<file path="src/rtl/c499_sec_encoder_if.sv">
// c499_sec_encoder_if
// Stream and error-injection signals of the C499 SEC encoder.
//   in_valid/in_ready/in_data          : input data-word handshake
//   out_valid/out_ready/out_data/out_check : codeword handshake
//   inj_arm/inj_idx/inj_pending        : error-injection control and status
// The master modport is the environment (producer and consumer side).
// The slave modport is the encoder.
interface c499_sec_encoder_if;
  logic        in_valid;
  logic        in_ready;
  logic [31:0] in_data;
  logic        out_valid;
  logic        out_ready;
  logic [31:0] out_data;
  logic [7:0]  out_check;
  logic        inj_arm;
  logic [5:0]  inj_idx;
  logic        inj_pending;

  modport master (
    output in_valid, in_data, out_ready, inj_arm, inj_idx,
    input  in_ready, out_valid, out_data, out_check, inj_pending
  );

  modport slave (
    input  in_valid, in_data, out_ready, inj_arm, inj_idx,
    output in_ready, out_valid, out_data, out_check, inj_pending
  );
endinterface

</file>
<file path="src/rtl/c499_sec_encoder.sv">
// c499_sec_encoder
// Two-stage encoder that produces the eight check bits of the C499
// single-error-correcting code for a 32-bit data word. It can flip one
// chosen codeword bit on a later word, so the corrector can be exercised.
// Ports:
//   clk      : clock; all state updates on the rising edge
//   rst      : synchronous active-high reset
//   bus      : stream and injection signals (slave modport)
//   word_cnt : saturating count of delivered codewords
//   inj_cnt  : saturating count of delivered codewords carrying a flip
module c499_sec_encoder #(
  parameter int CNT_W = 16
) (
  input  logic             clk,
  input  logic             rst,
  c499_sec_encoder_if.slave bus,
  output logic [CNT_W-1:0] word_cnt,
  output logic [CNT_W-1:0] inj_cnt
);

  localparam logic [CNT_W-1:0] CNT_MAX = {CNT_W{1'b1}};

  // XOR of each 4-bit nibble; bit k covers data[4k+3:4k].
  function automatic logic [7:0] nib_par(input logic [31:0] d);
    logic [7:0] p;
    for (int k = 0; k < 8; k++) begin
      p[k] = ^d[4*k +: 4];
    end
    return p;
  endfunction

  // Column parities: bit j (0..3) = d[j]^d[j+4]^d[j+8]^d[j+12],
  // bit 4+j = the same column taken over the upper half-word.
  function automatic logic [7:0] col_par(input logic [31:0] d);
    logic [7:0] p;
    for (int j = 0; j < 4; j++) begin
      p[j]   = d[j]      ^ d[j + 4]  ^ d[j + 8]  ^ d[j + 12];
      p[j+4] = d[j + 16] ^ d[j + 20] ^ d[j + 24] ^ d[j + 28];
    end
    return p;
  endfunction

  // Combine column parities with nibble parities of the opposite half-word.
  function automatic logic [7:0] check_bits(input logic [7:0] np, input logic [7:0] cp);
    logic [7:0] c;
    c[0] = cp[0] ^ np[4] ^ np[5];
    c[1] = cp[1] ^ np[6] ^ np[7];
    c[2] = cp[2] ^ np[4] ^ np[6];
    c[3] = cp[3] ^ np[5] ^ np[7];
    c[4] = cp[4] ^ np[0] ^ np[1];
    c[5] = cp[5] ^ np[2] ^ np[3];
    c[6] = cp[6] ^ np[0] ^ np[2];
    c[7] = cp[7] ^ np[1] ^ np[3];
    return c;
  endfunction

  logic        advance_s;
  logic        accept_s;
  logic        deliver_s;
  logic        arm_ok_s;
  logic        inj_flag_s;
  logic [5:0]  inj_sel_s;
  logic [7:0]  chk_s;
  logic [39:0] flip_s;

  logic        pend_r;
  logic [5:0]  pend_idx_r;

  logic        s1_valid_r;
  logic [31:0] s1_data_r;
  logic [7:0]  s1_nib_r;
  logic [7:0]  s1_col_r;
  logic        s1_flag_r;
  logic [5:0]  s1_idx_r;

  logic        s2_valid_r;
  logic [31:0] s2_data_r;
  logic [7:0]  s2_check_r;
  logic        s2_flag_r;

  logic [CNT_W-1:0] word_cnt_r;
  logic [CNT_W-1:0] inj_cnt_r;

  // Global stall: the whole pipeline moves only when the output slot frees.
  always_comb begin
    advance_s = !s2_valid_r | bus.out_ready;
    accept_s  = advance_s & bus.in_valid;
    deliver_s = s2_valid_r & bus.out_ready;
    arm_ok_s  = bus.inj_arm & (bus.inj_idx <= 6'd39);
  end

  // A valid arm in the acceptance cycle overrides any older pending index.
  always_comb begin
    inj_flag_s = pend_r;
    inj_sel_s  = pend_idx_r;
    if (arm_ok_s) begin
      inj_flag_s = 1'b1;
      inj_sel_s  = bus.inj_idx;
    end else begin
      inj_flag_s = pend_r;
      inj_sel_s  = pend_idx_r;
    end
  end

  // Final check bits and the one-hot flip mask over {check, data}.
  always_comb begin
    chk_s  = check_bits(s1_nib_r, s1_col_r);
    flip_s = 40'd0;
    if (s1_flag_r) begin
      flip_s = 40'd1 << s1_idx_r;
    end else begin
      flip_s = 40'd0;
    end
  end

  // Pending-injection latch; consumed by the next accepted word.
  always_ff @(posedge clk) begin
    if (rst) begin
      pend_r     <= 1'b0;
      pend_idx_r <= 6'd0;
    end else if (accept_s) begin
      pend_r     <= 1'b0;
    end else if (arm_ok_s) begin
      pend_r     <= 1'b1;
      pend_idx_r <= bus.inj_idx;
    end
  end

  // Stage 1: register data with its nibble and column parities.
  always_ff @(posedge clk) begin
    if (rst) begin
      s1_valid_r <= 1'b0;
      s1_data_r  <= 32'd0;
      s1_nib_r   <= 8'd0;
      s1_col_r   <= 8'd0;
      s1_flag_r  <= 1'b0;
      s1_idx_r   <= 6'd0;
    end else if (advance_s) begin
      s1_valid_r <= bus.in_valid;
      s1_data_r  <= bus.in_data;
      s1_nib_r   <= nib_par(bus.in_data);
      s1_col_r   <= col_par(bus.in_data);
      s1_flag_r  <= bus.in_valid & inj_flag_s;
      s1_idx_r   <= inj_sel_s;
    end
  end

  // Stage 2: final codeword with any requested flip applied.
  always_ff @(posedge clk) begin
    if (rst) begin
      s2_valid_r <= 1'b0;
      s2_data_r  <= 32'd0;
      s2_check_r <= 8'd0;
      s2_flag_r  <= 1'b0;
    end else if (advance_s) begin
      s2_valid_r <= s1_valid_r;
      s2_data_r  <= s1_data_r ^ flip_s[31:0];
      s2_check_r <= chk_s ^ flip_s[39:32];
      s2_flag_r  <= s1_valid_r & s1_flag_r;
    end
  end

  // Saturating delivery statistics.
  always_ff @(posedge clk) begin
    if (rst) begin
      word_cnt_r <= '0;
      inj_cnt_r  <= '0;
    end else if (deliver_s) begin
      if (word_cnt_r != CNT_MAX) begin
        word_cnt_r <= word_cnt_r + 1'b1;
      end
      if (s2_flag_r && (inj_cnt_r != CNT_MAX)) begin
        inj_cnt_r <= inj_cnt_r + 1'b1;
      end
    end
  end

  assign bus.in_ready    = advance_s;
  assign bus.out_valid   = s2_valid_r;
  assign bus.out_data    = s2_data_r;
  assign bus.out_check   = s2_check_r;
  assign bus.inj_pending = pend_r;
  assign word_cnt        = word_cnt_r;
  assign inj_cnt         = inj_cnt_r;

endmodule

</file>
<file path="src/flat_wrapper.sv">
// flat-port wrapper written by rule: the top's interface ports become plain ports
module c499_sec_encoder_flat 
#(
  parameter int CNT_W = 16
)
  (clk, rst, word_cnt, inj_cnt, bus_in_valid, bus_in_data, bus_out_ready, bus_inj_arm, bus_inj_idx, bus_in_ready, bus_out_valid, bus_out_data, bus_out_check, bus_inj_pending);
  c499_sec_encoder_if bus_i ();
  input  logic clk;
  input  logic rst;
  output logic [CNT_W-1:0] word_cnt;
  output logic [CNT_W-1:0] inj_cnt;
  input wire logic [$bits(bus_i.in_valid)-1:0] bus_in_valid;
  input wire logic [$bits(bus_i.in_data)-1:0] bus_in_data;
  input wire logic [$bits(bus_i.out_ready)-1:0] bus_out_ready;
  input wire logic [$bits(bus_i.inj_arm)-1:0] bus_inj_arm;
  input wire logic [$bits(bus_i.inj_idx)-1:0] bus_inj_idx;
  output wire logic [$bits(bus_i.in_ready)-1:0] bus_in_ready;
  output wire logic [$bits(bus_i.out_valid)-1:0] bus_out_valid;
  output wire logic [$bits(bus_i.out_data)-1:0] bus_out_data;
  output wire logic [$bits(bus_i.out_check)-1:0] bus_out_check;
  output wire logic [$bits(bus_i.inj_pending)-1:0] bus_inj_pending;
  assign bus_i.in_valid = bus_in_valid;
  assign bus_i.in_data = bus_in_data;
  assign bus_i.out_ready = bus_out_ready;
  assign bus_i.inj_arm = bus_inj_arm;
  assign bus_i.inj_idx = bus_inj_idx;
  assign bus_in_ready = bus_i.in_ready;
  assign bus_out_valid = bus_i.out_valid;
  assign bus_out_data = bus_i.out_data;
  assign bus_out_check = bus_i.out_check;
  assign bus_inj_pending = bus_i.inj_pending;
  c499_sec_encoder #(.CNT_W(CNT_W)) u_core (.clk(clk), .rst(rst), .bus(bus_i), .word_cnt(word_cnt), .inj_cnt(inj_cnt));
endmodule
</file>
<file path="config.mk">
export PLATFORM = sky130hd
export DESIGN_NAME = c499_sec_encoder_flat
export DESIGN_NICKNAME = d
export VERILOG_FILES = /design/src/rtl/c499_sec_encoder_if.sv /design/src/rtl/c499_sec_encoder.sv /design/src/flat_wrapper.sv
export SDC_FILE = /design/constraint.sdc
export NUM_CORES = 1
export LEC_CHECK = 0
export BUFFER_PORTS_ARGS = -buffer_cell sky130_fd_sc_hd__buf_2
export CAP_MARGIN = 20
export CORE_MARGIN = 3
export CORE_UTILIZATION = 51
export CTS_BUF_LIST = sky130_fd_sc_hd__clkbuf_16
export CTS_CLUSTER_SIZE = 28
export DETAILED_ROUTE_END_ITERATION = 7
export PLACE_DENSITY = 0.77
export SLEW_MARGIN = 20
export SYNTH_ARGS = -nofsm -noshare
export SYNTH_HDL_FRONTEND = slang
export SYNTH_SLANG_ARGS = --single-unit
</file>
<file path="constraint.sdc">
create_clock -name clk -period 1.9 [get_ports clk]
set_input_delay 0.19 -clock clk [delete_from_list [all_inputs] [get_ports clk]]
set_output_delay 0.19 -clock clk [all_outputs]
set_load 0.02 [all_outputs]
</file>
==> metrics, run 1 <==
number of cells on the worst hold path=3; DIE HEIGHT=119.5 µm; Synthesis Warnings=0; detailed placer's ending HPWL=11,470 µm; clock tree from TritonCTS=done; Switching Power=1.855 mW; share of the synthesized area in compound gates (AO/OA/AOI/OAI)=0.1506; GP Congestion=0.8829; arrival time reported for the critical path endpoint=2.11 ns; Placement Setup Slack=0.03657 ns; FF-to-FF setup slack=0.10 ns; fin worst setup slack=0.1006 ns; average size of a mapped cell=8.380 µm²; primary flip-flop cell chosen by synthesis mapping=sky130_fd_sc_hd__dfxtp_1; endpoint of the lowest-slack register-to-register path=u_core.word_cnt[15]$_SDFFE_PP0P_; Routed WL=16,120 µm; combined area of all synthesized cells=6570 µm²; cell area power density=871.1 nW/µm²; maximum fanout count along the critical path=7; Final Slew Violations=0; number of hold-slack violations in the final timing report=0; first drt pass iteration count=6; number of top-level design ports=118; post-synthesis simple-gate area fraction=0.2181; post-synthesis register bit count=137; unrepaired setup endpoints after global routing=no; setup fix buffers added after clock tree synthesis=0; nature of the critical path startpoint=register; first-pass GRT wire length=26,450 µm; Setup TNS Final=0 ns; xor-xnor portion of the synthesized cell area=0.1360; Multi-input gate area=3641 µm²; sequential cell area=2746 µm²; class of the worst hold path=primary input to register; number of cells after detailed placement=1,054; IR drop worst, VDD=0.0007281 V; clock network power share=0.392; arithmetic-cell share of the synthesized area counting full adders, half adders and majority gates=0.003809; worst-case clock skew=0.008054 ns; total die area=14,280 µm²; register area share after synthesis=0.4174; detail-routed via count per cell=5.450; Final #Nets=951; Worst Hold Launch=bus_inj_idx[0]; DR DRC count=0; Worst Path Class, Setup=register to register; FFs w/ async S/R, synth=0; Yosys top cell by area=sky130_fd_sc_hd__dfxtp_1; number of sinks on the clock net=137; Skew-Pair Late Insertion Delay=0.42 ns; leakage power=3.266 nW; Antenna Nets Post-Route=0; R2R cell count=4; transition time at the pin with the least slew margin=0.5778 ns; clock-pin slew of the registers on the worst-case setup and hold paths=0.06 ns; Fill cells=1,108; top cells by instance count after synthesis=sky130_fd_sc_hd__dfxtp_1, sky130_fd_sc_hd__nand2_1, sky130_fd_sc_hd__xnor2_1; Die Wd=119.5 µm; starting density of the core=0.5336; gate count after technology mapping=784; count leader, synth=sky130_fd_sc_hd__dfxtp_1; Critical Path Sink Type=register; antenna cell count=0; number of global-route vias before repair=5,287; number of vias after detailed routing=5,902; Syn Nets=829; Final Non-Filler Cells=1,083; proportion of power drawn by flip-flops and latches=0.460; result of the run=finished clean; number of distinct library cells after synthesis=49; Cell Rows=40; min cycle time layout=1.799 ns; Tcrit/Tclk final=0.9471; count of maximum capacitance violations=0; Iteration-0 DRC Markers=446; H-tree lvl count=4; fraction of synthesized area in multiplexers=0.04114; power share of the combinational group=0.148; number of input and output port buffers inserted=117; maximum frequency from static timing analysis=555.7 MHz; number of buffers added by the clock tree synthesis step=17; routed length per instance=14.88 µm; sum of overflow across all layers after global routing=0; largest net degree at the start of global routing=125; start of the worst register-to-register path=u_core.word_cnt[2]$_SDFFE_PP0P_; destination of the worst hold path=u_core.pend_idx_r[0]$_SDFFE_PP0N_; worst path required time=2.21 ns; internal power of the cells=5.103 mW; Synth top area share=0.4174; total track usage=0.2268; main combinational cell family by area after synthesis=simple AND/OR/NAND/NOR gates; Root Driver=sky130_fd_sc_hd__clkbuf_16; Max Buffers Root-to-Sink=2; antenna violations before repair=2; main area contributors after synthesis=sky130_fd_sc_hd__dfxtp_1, sky130_fd_sc_hd__xnor2_1, sky130_fd_sc_hd__nand2_1, sky130_fd_sc_hd__a21oi_1, sky130_fd_sc_hd__a211oi_1; worst-case hold slack=0.04050 ns; setup-violating endpoint count in the final report=0; layout cell share with drive strength beyond 1=0.2262; area of the core region=12,310 µm²; worst slew slack as a fraction of its limit=0.6148; switch share=0.2665; number of synthesized flops with an enable pin=0; Synth-to-Final Area Change=21.58%
-- logic make-up after synthesis --
| group | after synthesis |
|---|---|
| AO/OA/AOI/OAI | 160 |
| XOR/XNOR | 102 |
| adder cells (fa/ha/maj) | 2 |
| buffers and inverters | 56 |
| flip-flops | 137 |
| multiplexers | 25 |
| AND/OR/NAND/NOR | 302 |
-- worst max path at each step --
stage                                            startpoint                             endpoint  slack [ns]  cells after the start
after global placement    u_core.bus.out_valid$_SDFFE_PP0N_     u_core.word_cnt[15]$_SDFFE_PP0P_        0.11                      4
after CTS                 u_core.bus.out_valid$_SDFFE_PP0N_     u_core.word_cnt[13]$_SDFFE_PP0P_        0.01                      4
after detailed placement  u_core.bus.out_valid$_SDFFE_PP0N_     u_core.word_cnt[15]$_SDFFE_PP0P_        0.04                      4
final                       u_core.word_cnt[2]$_SDFFE_PP0P_     u_core.word_cnt[15]$_SDFFE_PP0P_        0.10                      4
after global routing        u_core.s1_idx_r[2]$_SDFFE_PP0N_  u_core.bus.out_data[5]$_SDFFE_PP0N_        0.02                      4
after floorplan             u_core.word_cnt[7]$_SDFFE_PP0P_     u_core.word_cnt[15]$_SDFFE_PP0P_       -0.01                      4
-- metrics by stage --
step	utilization	power [mW]	cell area (µm²)
after floorplan	-	3.948	6575
after global placement	0.6073	4.258	7477
after detailed placement	0.6073	4.280	7477
after CTS	0.6469	6.997	7964
after global routing	0.6488	7.236	7988
final	0.6488	6.958	7988
-- power groups by stage --
stage | Combinational [mW] | Sequential (mW) | Clock, mW
finish | 1.03 | 3.20 | 2.73
global route | 1.12 | 3.23 | 2.89
CTS | 1.03 | 3.20 | 2.77
detailed placement | 1.02 | 3.26 | 0
global placement | 1.00 | 3.26 | 0
floorplan | 0.612 | 3.34 | 0
-- state kept, by name, indices dropped and copies added, names as in the netlist, 6 cells and up --
register and flops:
u_core.pend_idx_r 6, u_core.bus.out_data 32, u_core.inj_cnt 16, u_core.word_cnt 16, u_core.s1_col_r 8, u_core.s1_idx_r 6, u_core.bus.out_check 8, u_core.s1_data_r 32
u_core.s1_nib_r 8
-- final cells by class --
| type | count | area share |
|---|---|---|
| repair buffers | 155 | 0.1128 |
| flip-flops and latches | 137 | 0.3438 |
| inverters | 4 | 0.002193 |
| clock buffers | 17 | 0.05326 |
| well taps | 168 | 0.02632 |
| clock inverters | 11 | 0.005796 |
| multi-input cells | 591 | 0.4558 |
-- placed cells by master, fill, tap and decap left out, drive strengths merged, types with 19 or more instances in the layout --
cell	Yosys	final
o21ai	23	23
nor2	79	79
a211oi	44	44
nand2	115	115
dfxtp	137	137
buf	11	154
a21oi	69	69
xnor2	83	83
xor2	19	19
-- critical path: stages, from the launching register on --
cell and delay, ns:
sky130_fd_sc_hd__dfxtp_1 0.44, sky130_fd_sc_hd__nand3_1 0.14, sky130_fd_sc_hd__or4_4 0.47, sky130_fd_sc_hd__nor4_2 0.28
sky130_fd_sc_hd__mux2_2 0.36
-- layer usage --
metal | track usage | part of all wire
met1 | 0.3124 | 0.47
met2 | 0.3513 | 0.46
met3 | 0.06173 | 0.059
met4 | 0.06299 | 0.014
met5 | 0 | 0.0013
-- repair_timing --
| item | 4_1_cts | 5_1_grt |
|---|---|---|
| setup endpoints to repair | 1 | 4 |
| resized for setup | 1 | 5 |
| hold endpoints to repair | 1 | 0 |
| hold buffers | 1 | 0 |
No activity file was read; power rests on OpenSTA's default activity.
==> run 2, diff against run 1 <==
--- a/config.mk
+++ b/config.mk
@@ -13,6 +13,7 @@
 export CTS_CLUSTER_SIZE = 28
 export DETAILED_ROUTE_END_ITERATION = 7
 export PLACE_DENSITY = 0.77
+export REMOVE_ABC_BUFFERS = 1
 export SLEW_MARGIN = 20
 export SYNTH_ARGS = -nofsm -noshare
 export SYNTH_HDL_FRONTEND = slang
==> run 2 against run 1 <==
  * Combinational power about the same
  * Largest cell class unchanged
  * Largest power group is now clock
  * Wire length up 5.5%
  * Final area up 3.3%
  * Critical path depth unchanged
  * Sequential share of layout area down 1.1 points
  * Clock-buffer cell count unchanged
  * Register-to-register slack worse by 0.02 ns
  * Fmax down 0.96%
  * Via count up 2.3%
==> metrics, run 2 (synthesis results as in run 1) <==
number of vias after detailed routing=6,035 (+2.3%); proportion of power drawn by flip-flops and latches=0.418 (-0.042); leakage power=3.384 nW (+3.6%); fin worst setup slack=0.08322 ns (-0.01737 ns); number of global-route vias before repair=5,588 (+5.7%); unrepaired setup endpoints after global routing=no; number of input and output port buffers inserted=117 (unchanged); most common cell after layout, fill and taps aside=sky130_fd_sc_hd__dfxtp_1; Skew-Pair Late Insertion Delay=0.42 ns (about the same); Final Slew Violations=0 (unchanged); total die area=14,280 µm² (unchanged); Critical path origin=u_core.word_cnt[2]$_SDFFE_PP0P_; Placement Setup Slack=0.05468 ns (+0.01811 ns); first-pass GRT wire length=27,940 µm (+5.6%); DIE HEIGHT=119.5 µm (unchanged); worst-case hold slack=0.01802 ns (-0.02249 ns); Setup TNS Final=0 ns (unchanged); final design utilization=0.6704 (+0.02165); antenna violations before repair=0 (-2); number of cells after detailed placement=1,065 (+1.0%); GP Congestion=0.9533 (+8.0%); switch share=0.2578 (-0.008713); Tcrit/Tclk final=0.9562 (+0.009141); internal power of the cells=5.702 mW (+12%); worst slew slack as a fraction of its limit=0.7067 (+0.09184); IR drop worst, VDD=0.0006495 V (-11%); worst-case clock skew=0.006631 ns (-0.001423 ns); Die Wd=119.5 µm (unchanged); number of sinks on the clock net=137 (unchanged); maximum frequency from static timing analysis=550.4 MHz (-0.96%); Routed WL=17,010 µm (+5.5%); result of the run=finished clean; number of top-level design ports=118 (unchanged); Critical Path Sink Type=register; class of the worst hold path=primary input to register; Final Non-Filler Cells=1,099 (+1.5%); clock tree from TritonCTS=done; antenna cell count=0 (unchanged); layout cell share with drive strength beyond 1=0.2438 (+0.01759); DR DRC count=0 (unchanged); Worst Path Class, Setup=register to register; Worst Hold Launch=bus_inj_idx[2]; number of buffers added by the clock tree synthesis step=17 (unchanged); transition time at the pin with the least slew margin=0.4394 ns (-0.1384 ns); arrival time reported for the critical path endpoint=2.13 ns (+0.02 ns); worst path required time=2.21 ns (about the same); sum of overflow across all layers after global routing=0 (unchanged); top library cells by usage in the layout, fill and taps aside=sky130_fd_sc_hd__dfxtp_1, sky130_fd_sc_hd__buf_2, sky130_fd_sc_hd__nand2_1; clock-pin slew of the registers on the worst-case setup and hold paths=0.06 ns (about the same); total track usage=0.2413 (+0.01452); H-tree lvl count=4 (unchanged); routed length per instance=15.47 µm (+4.0%); Switching Power=1.981 mW (+6.8%); count of maximum capacitance violations=0 (unchanged); number of hold-slack violations in the final timing report=0 (unchanged); maximum fanout count along the critical path=9 (+2); Cell Rows=40 (unchanged); Synth-to-Final Area Change=25.63%; starting density of the core=0.5336 (unchanged); largest net degree at the start of global routing=70 (-44%); area of the core region=12,310 µm² (unchanged); clock network power share=0.447 (+0.055); Final #Nets=963 (+1.3%); Iteration-0 DRC Markers=541 (+21%); start of the worst register-to-register path=u_core.word_cnt[2]$_SDFFE_PP0P_; min cycle time layout=1.817 ns (+0.01737 ns); cell area power density=930.9 nW/µm² (+6.9%); detailed placer's ending HPWL=11,840 µm (+3.3%); nature of the critical path startpoint=register; Max Buffers Root-to-Sink=2 (unchanged); Antenna Nets Post-Route=0 (unchanged); power share of the combinational group=0.136 (-0.012); first drt pass iteration count=5 (-1); setup-violating endpoint count in the final report=0 (unchanged); Root Driver=sky130_fd_sc_hd__clkbuf_16; detail-routed via count per cell=5.491 (+0.76%)
[run 2: changes by cell type in the layout (fill, tap and decap cells not counted), moves of 3 or more]
| cell | delta |
|---|---|
| sky130_fd_sc_hd__clkinvlp_4 | +3 |
| sky130_fd_sc_hd__inv_1 | -3 |
| sky130_fd_sc_hd__bufinv_16 | +4 |
| sky130_fd_sc_hd__buf_12 | +3 |
| sky130_fd_sc_hd__buf_4 | +9 |
[run 2: timing repair]
item	in CTS	in global routing
cloned	0	0
pin swaps	0	1
hold buffers	1	0
setup endpoints to repair	1	12
gates resized for setup	1	9
buffers inserted	0	1
endpoints found under the hold margin	1	0
[run 2: layer usage]
metal,up-vias,global-route usage,share of wire
met5,-,0,0
met4,0,0.08518,0.020
met3,33,0.05325,0.063
met2,221,0.3796,0.46
met1,2775,0.3278,0.46
li1,3006,-,-
[run 2: critical path, stage by stage (launching register included)]
cell and delay [ns]:
sky130_fd_sc_hd__dfxtp_1 0.45, sky130_fd_sc_hd__nand3_1 0.14, sky130_fd_sc_hd__or4_4 0.47, sky130_fd_sc_hd__nor4_2 0.29, sky130_fd_sc_hd__mux2_2 0.36
[run 2: power by group through the flow]
stage,clock (mW),sequential [mW],combinational [mW]
6_report,3.43,3.21,1.04
5_1_grt,3.60,3.23,1.14
4_1_cts,3.45,3.21,1.04
3_5_place_dp,0,3.27,1.03
3_3_place_gp,0,3.26,1.01
2_1_floorplan,0,3.35,0.560
[run 2: worst paths after layout]
kind	slack [ns]	endpoint	depth (start not counted)
setup / recovery	0.08	u_core.word_cnt[15]$_SDFFE_PP0P_	4
hold / removal	0.02	u_core.pend_idx_r[2]$_SDFFE_PP0N_	3
setup reg to reg	0.08	u_core.word_cnt[15]$_SDFFE_PP0P_	4
hold reg to reg	0.46	u_core.s1_data_r[7]$_SDFFE_PP0N_	2
[run 2: through the flow]
step	total power, mW	instance area, µm²
2_1_floorplan	3.906	6369
3_3_place_gp	4.276	7595
3_5_place_dp	4.298	7595
4_1_cts	7.700	8218
5_1_grt	7.965	8254
6_report	7.683	8254
[run 2: area by class of cell]
| cell class | instances | area (µm²) |
|---|---|---|
| fillers | 1027 | 4058 |
| multi-input cells | 591 | 3638 |
| flip-flops and latches | 137 | 2749 |
| repair buffers | 167 | 1028 |
| clock buffers | 17 | 425.4 |
| well taps | 168 | 210.2 |
| clock inverters | 15 | 182.7 |
| inverters | 4 | 20.02 |
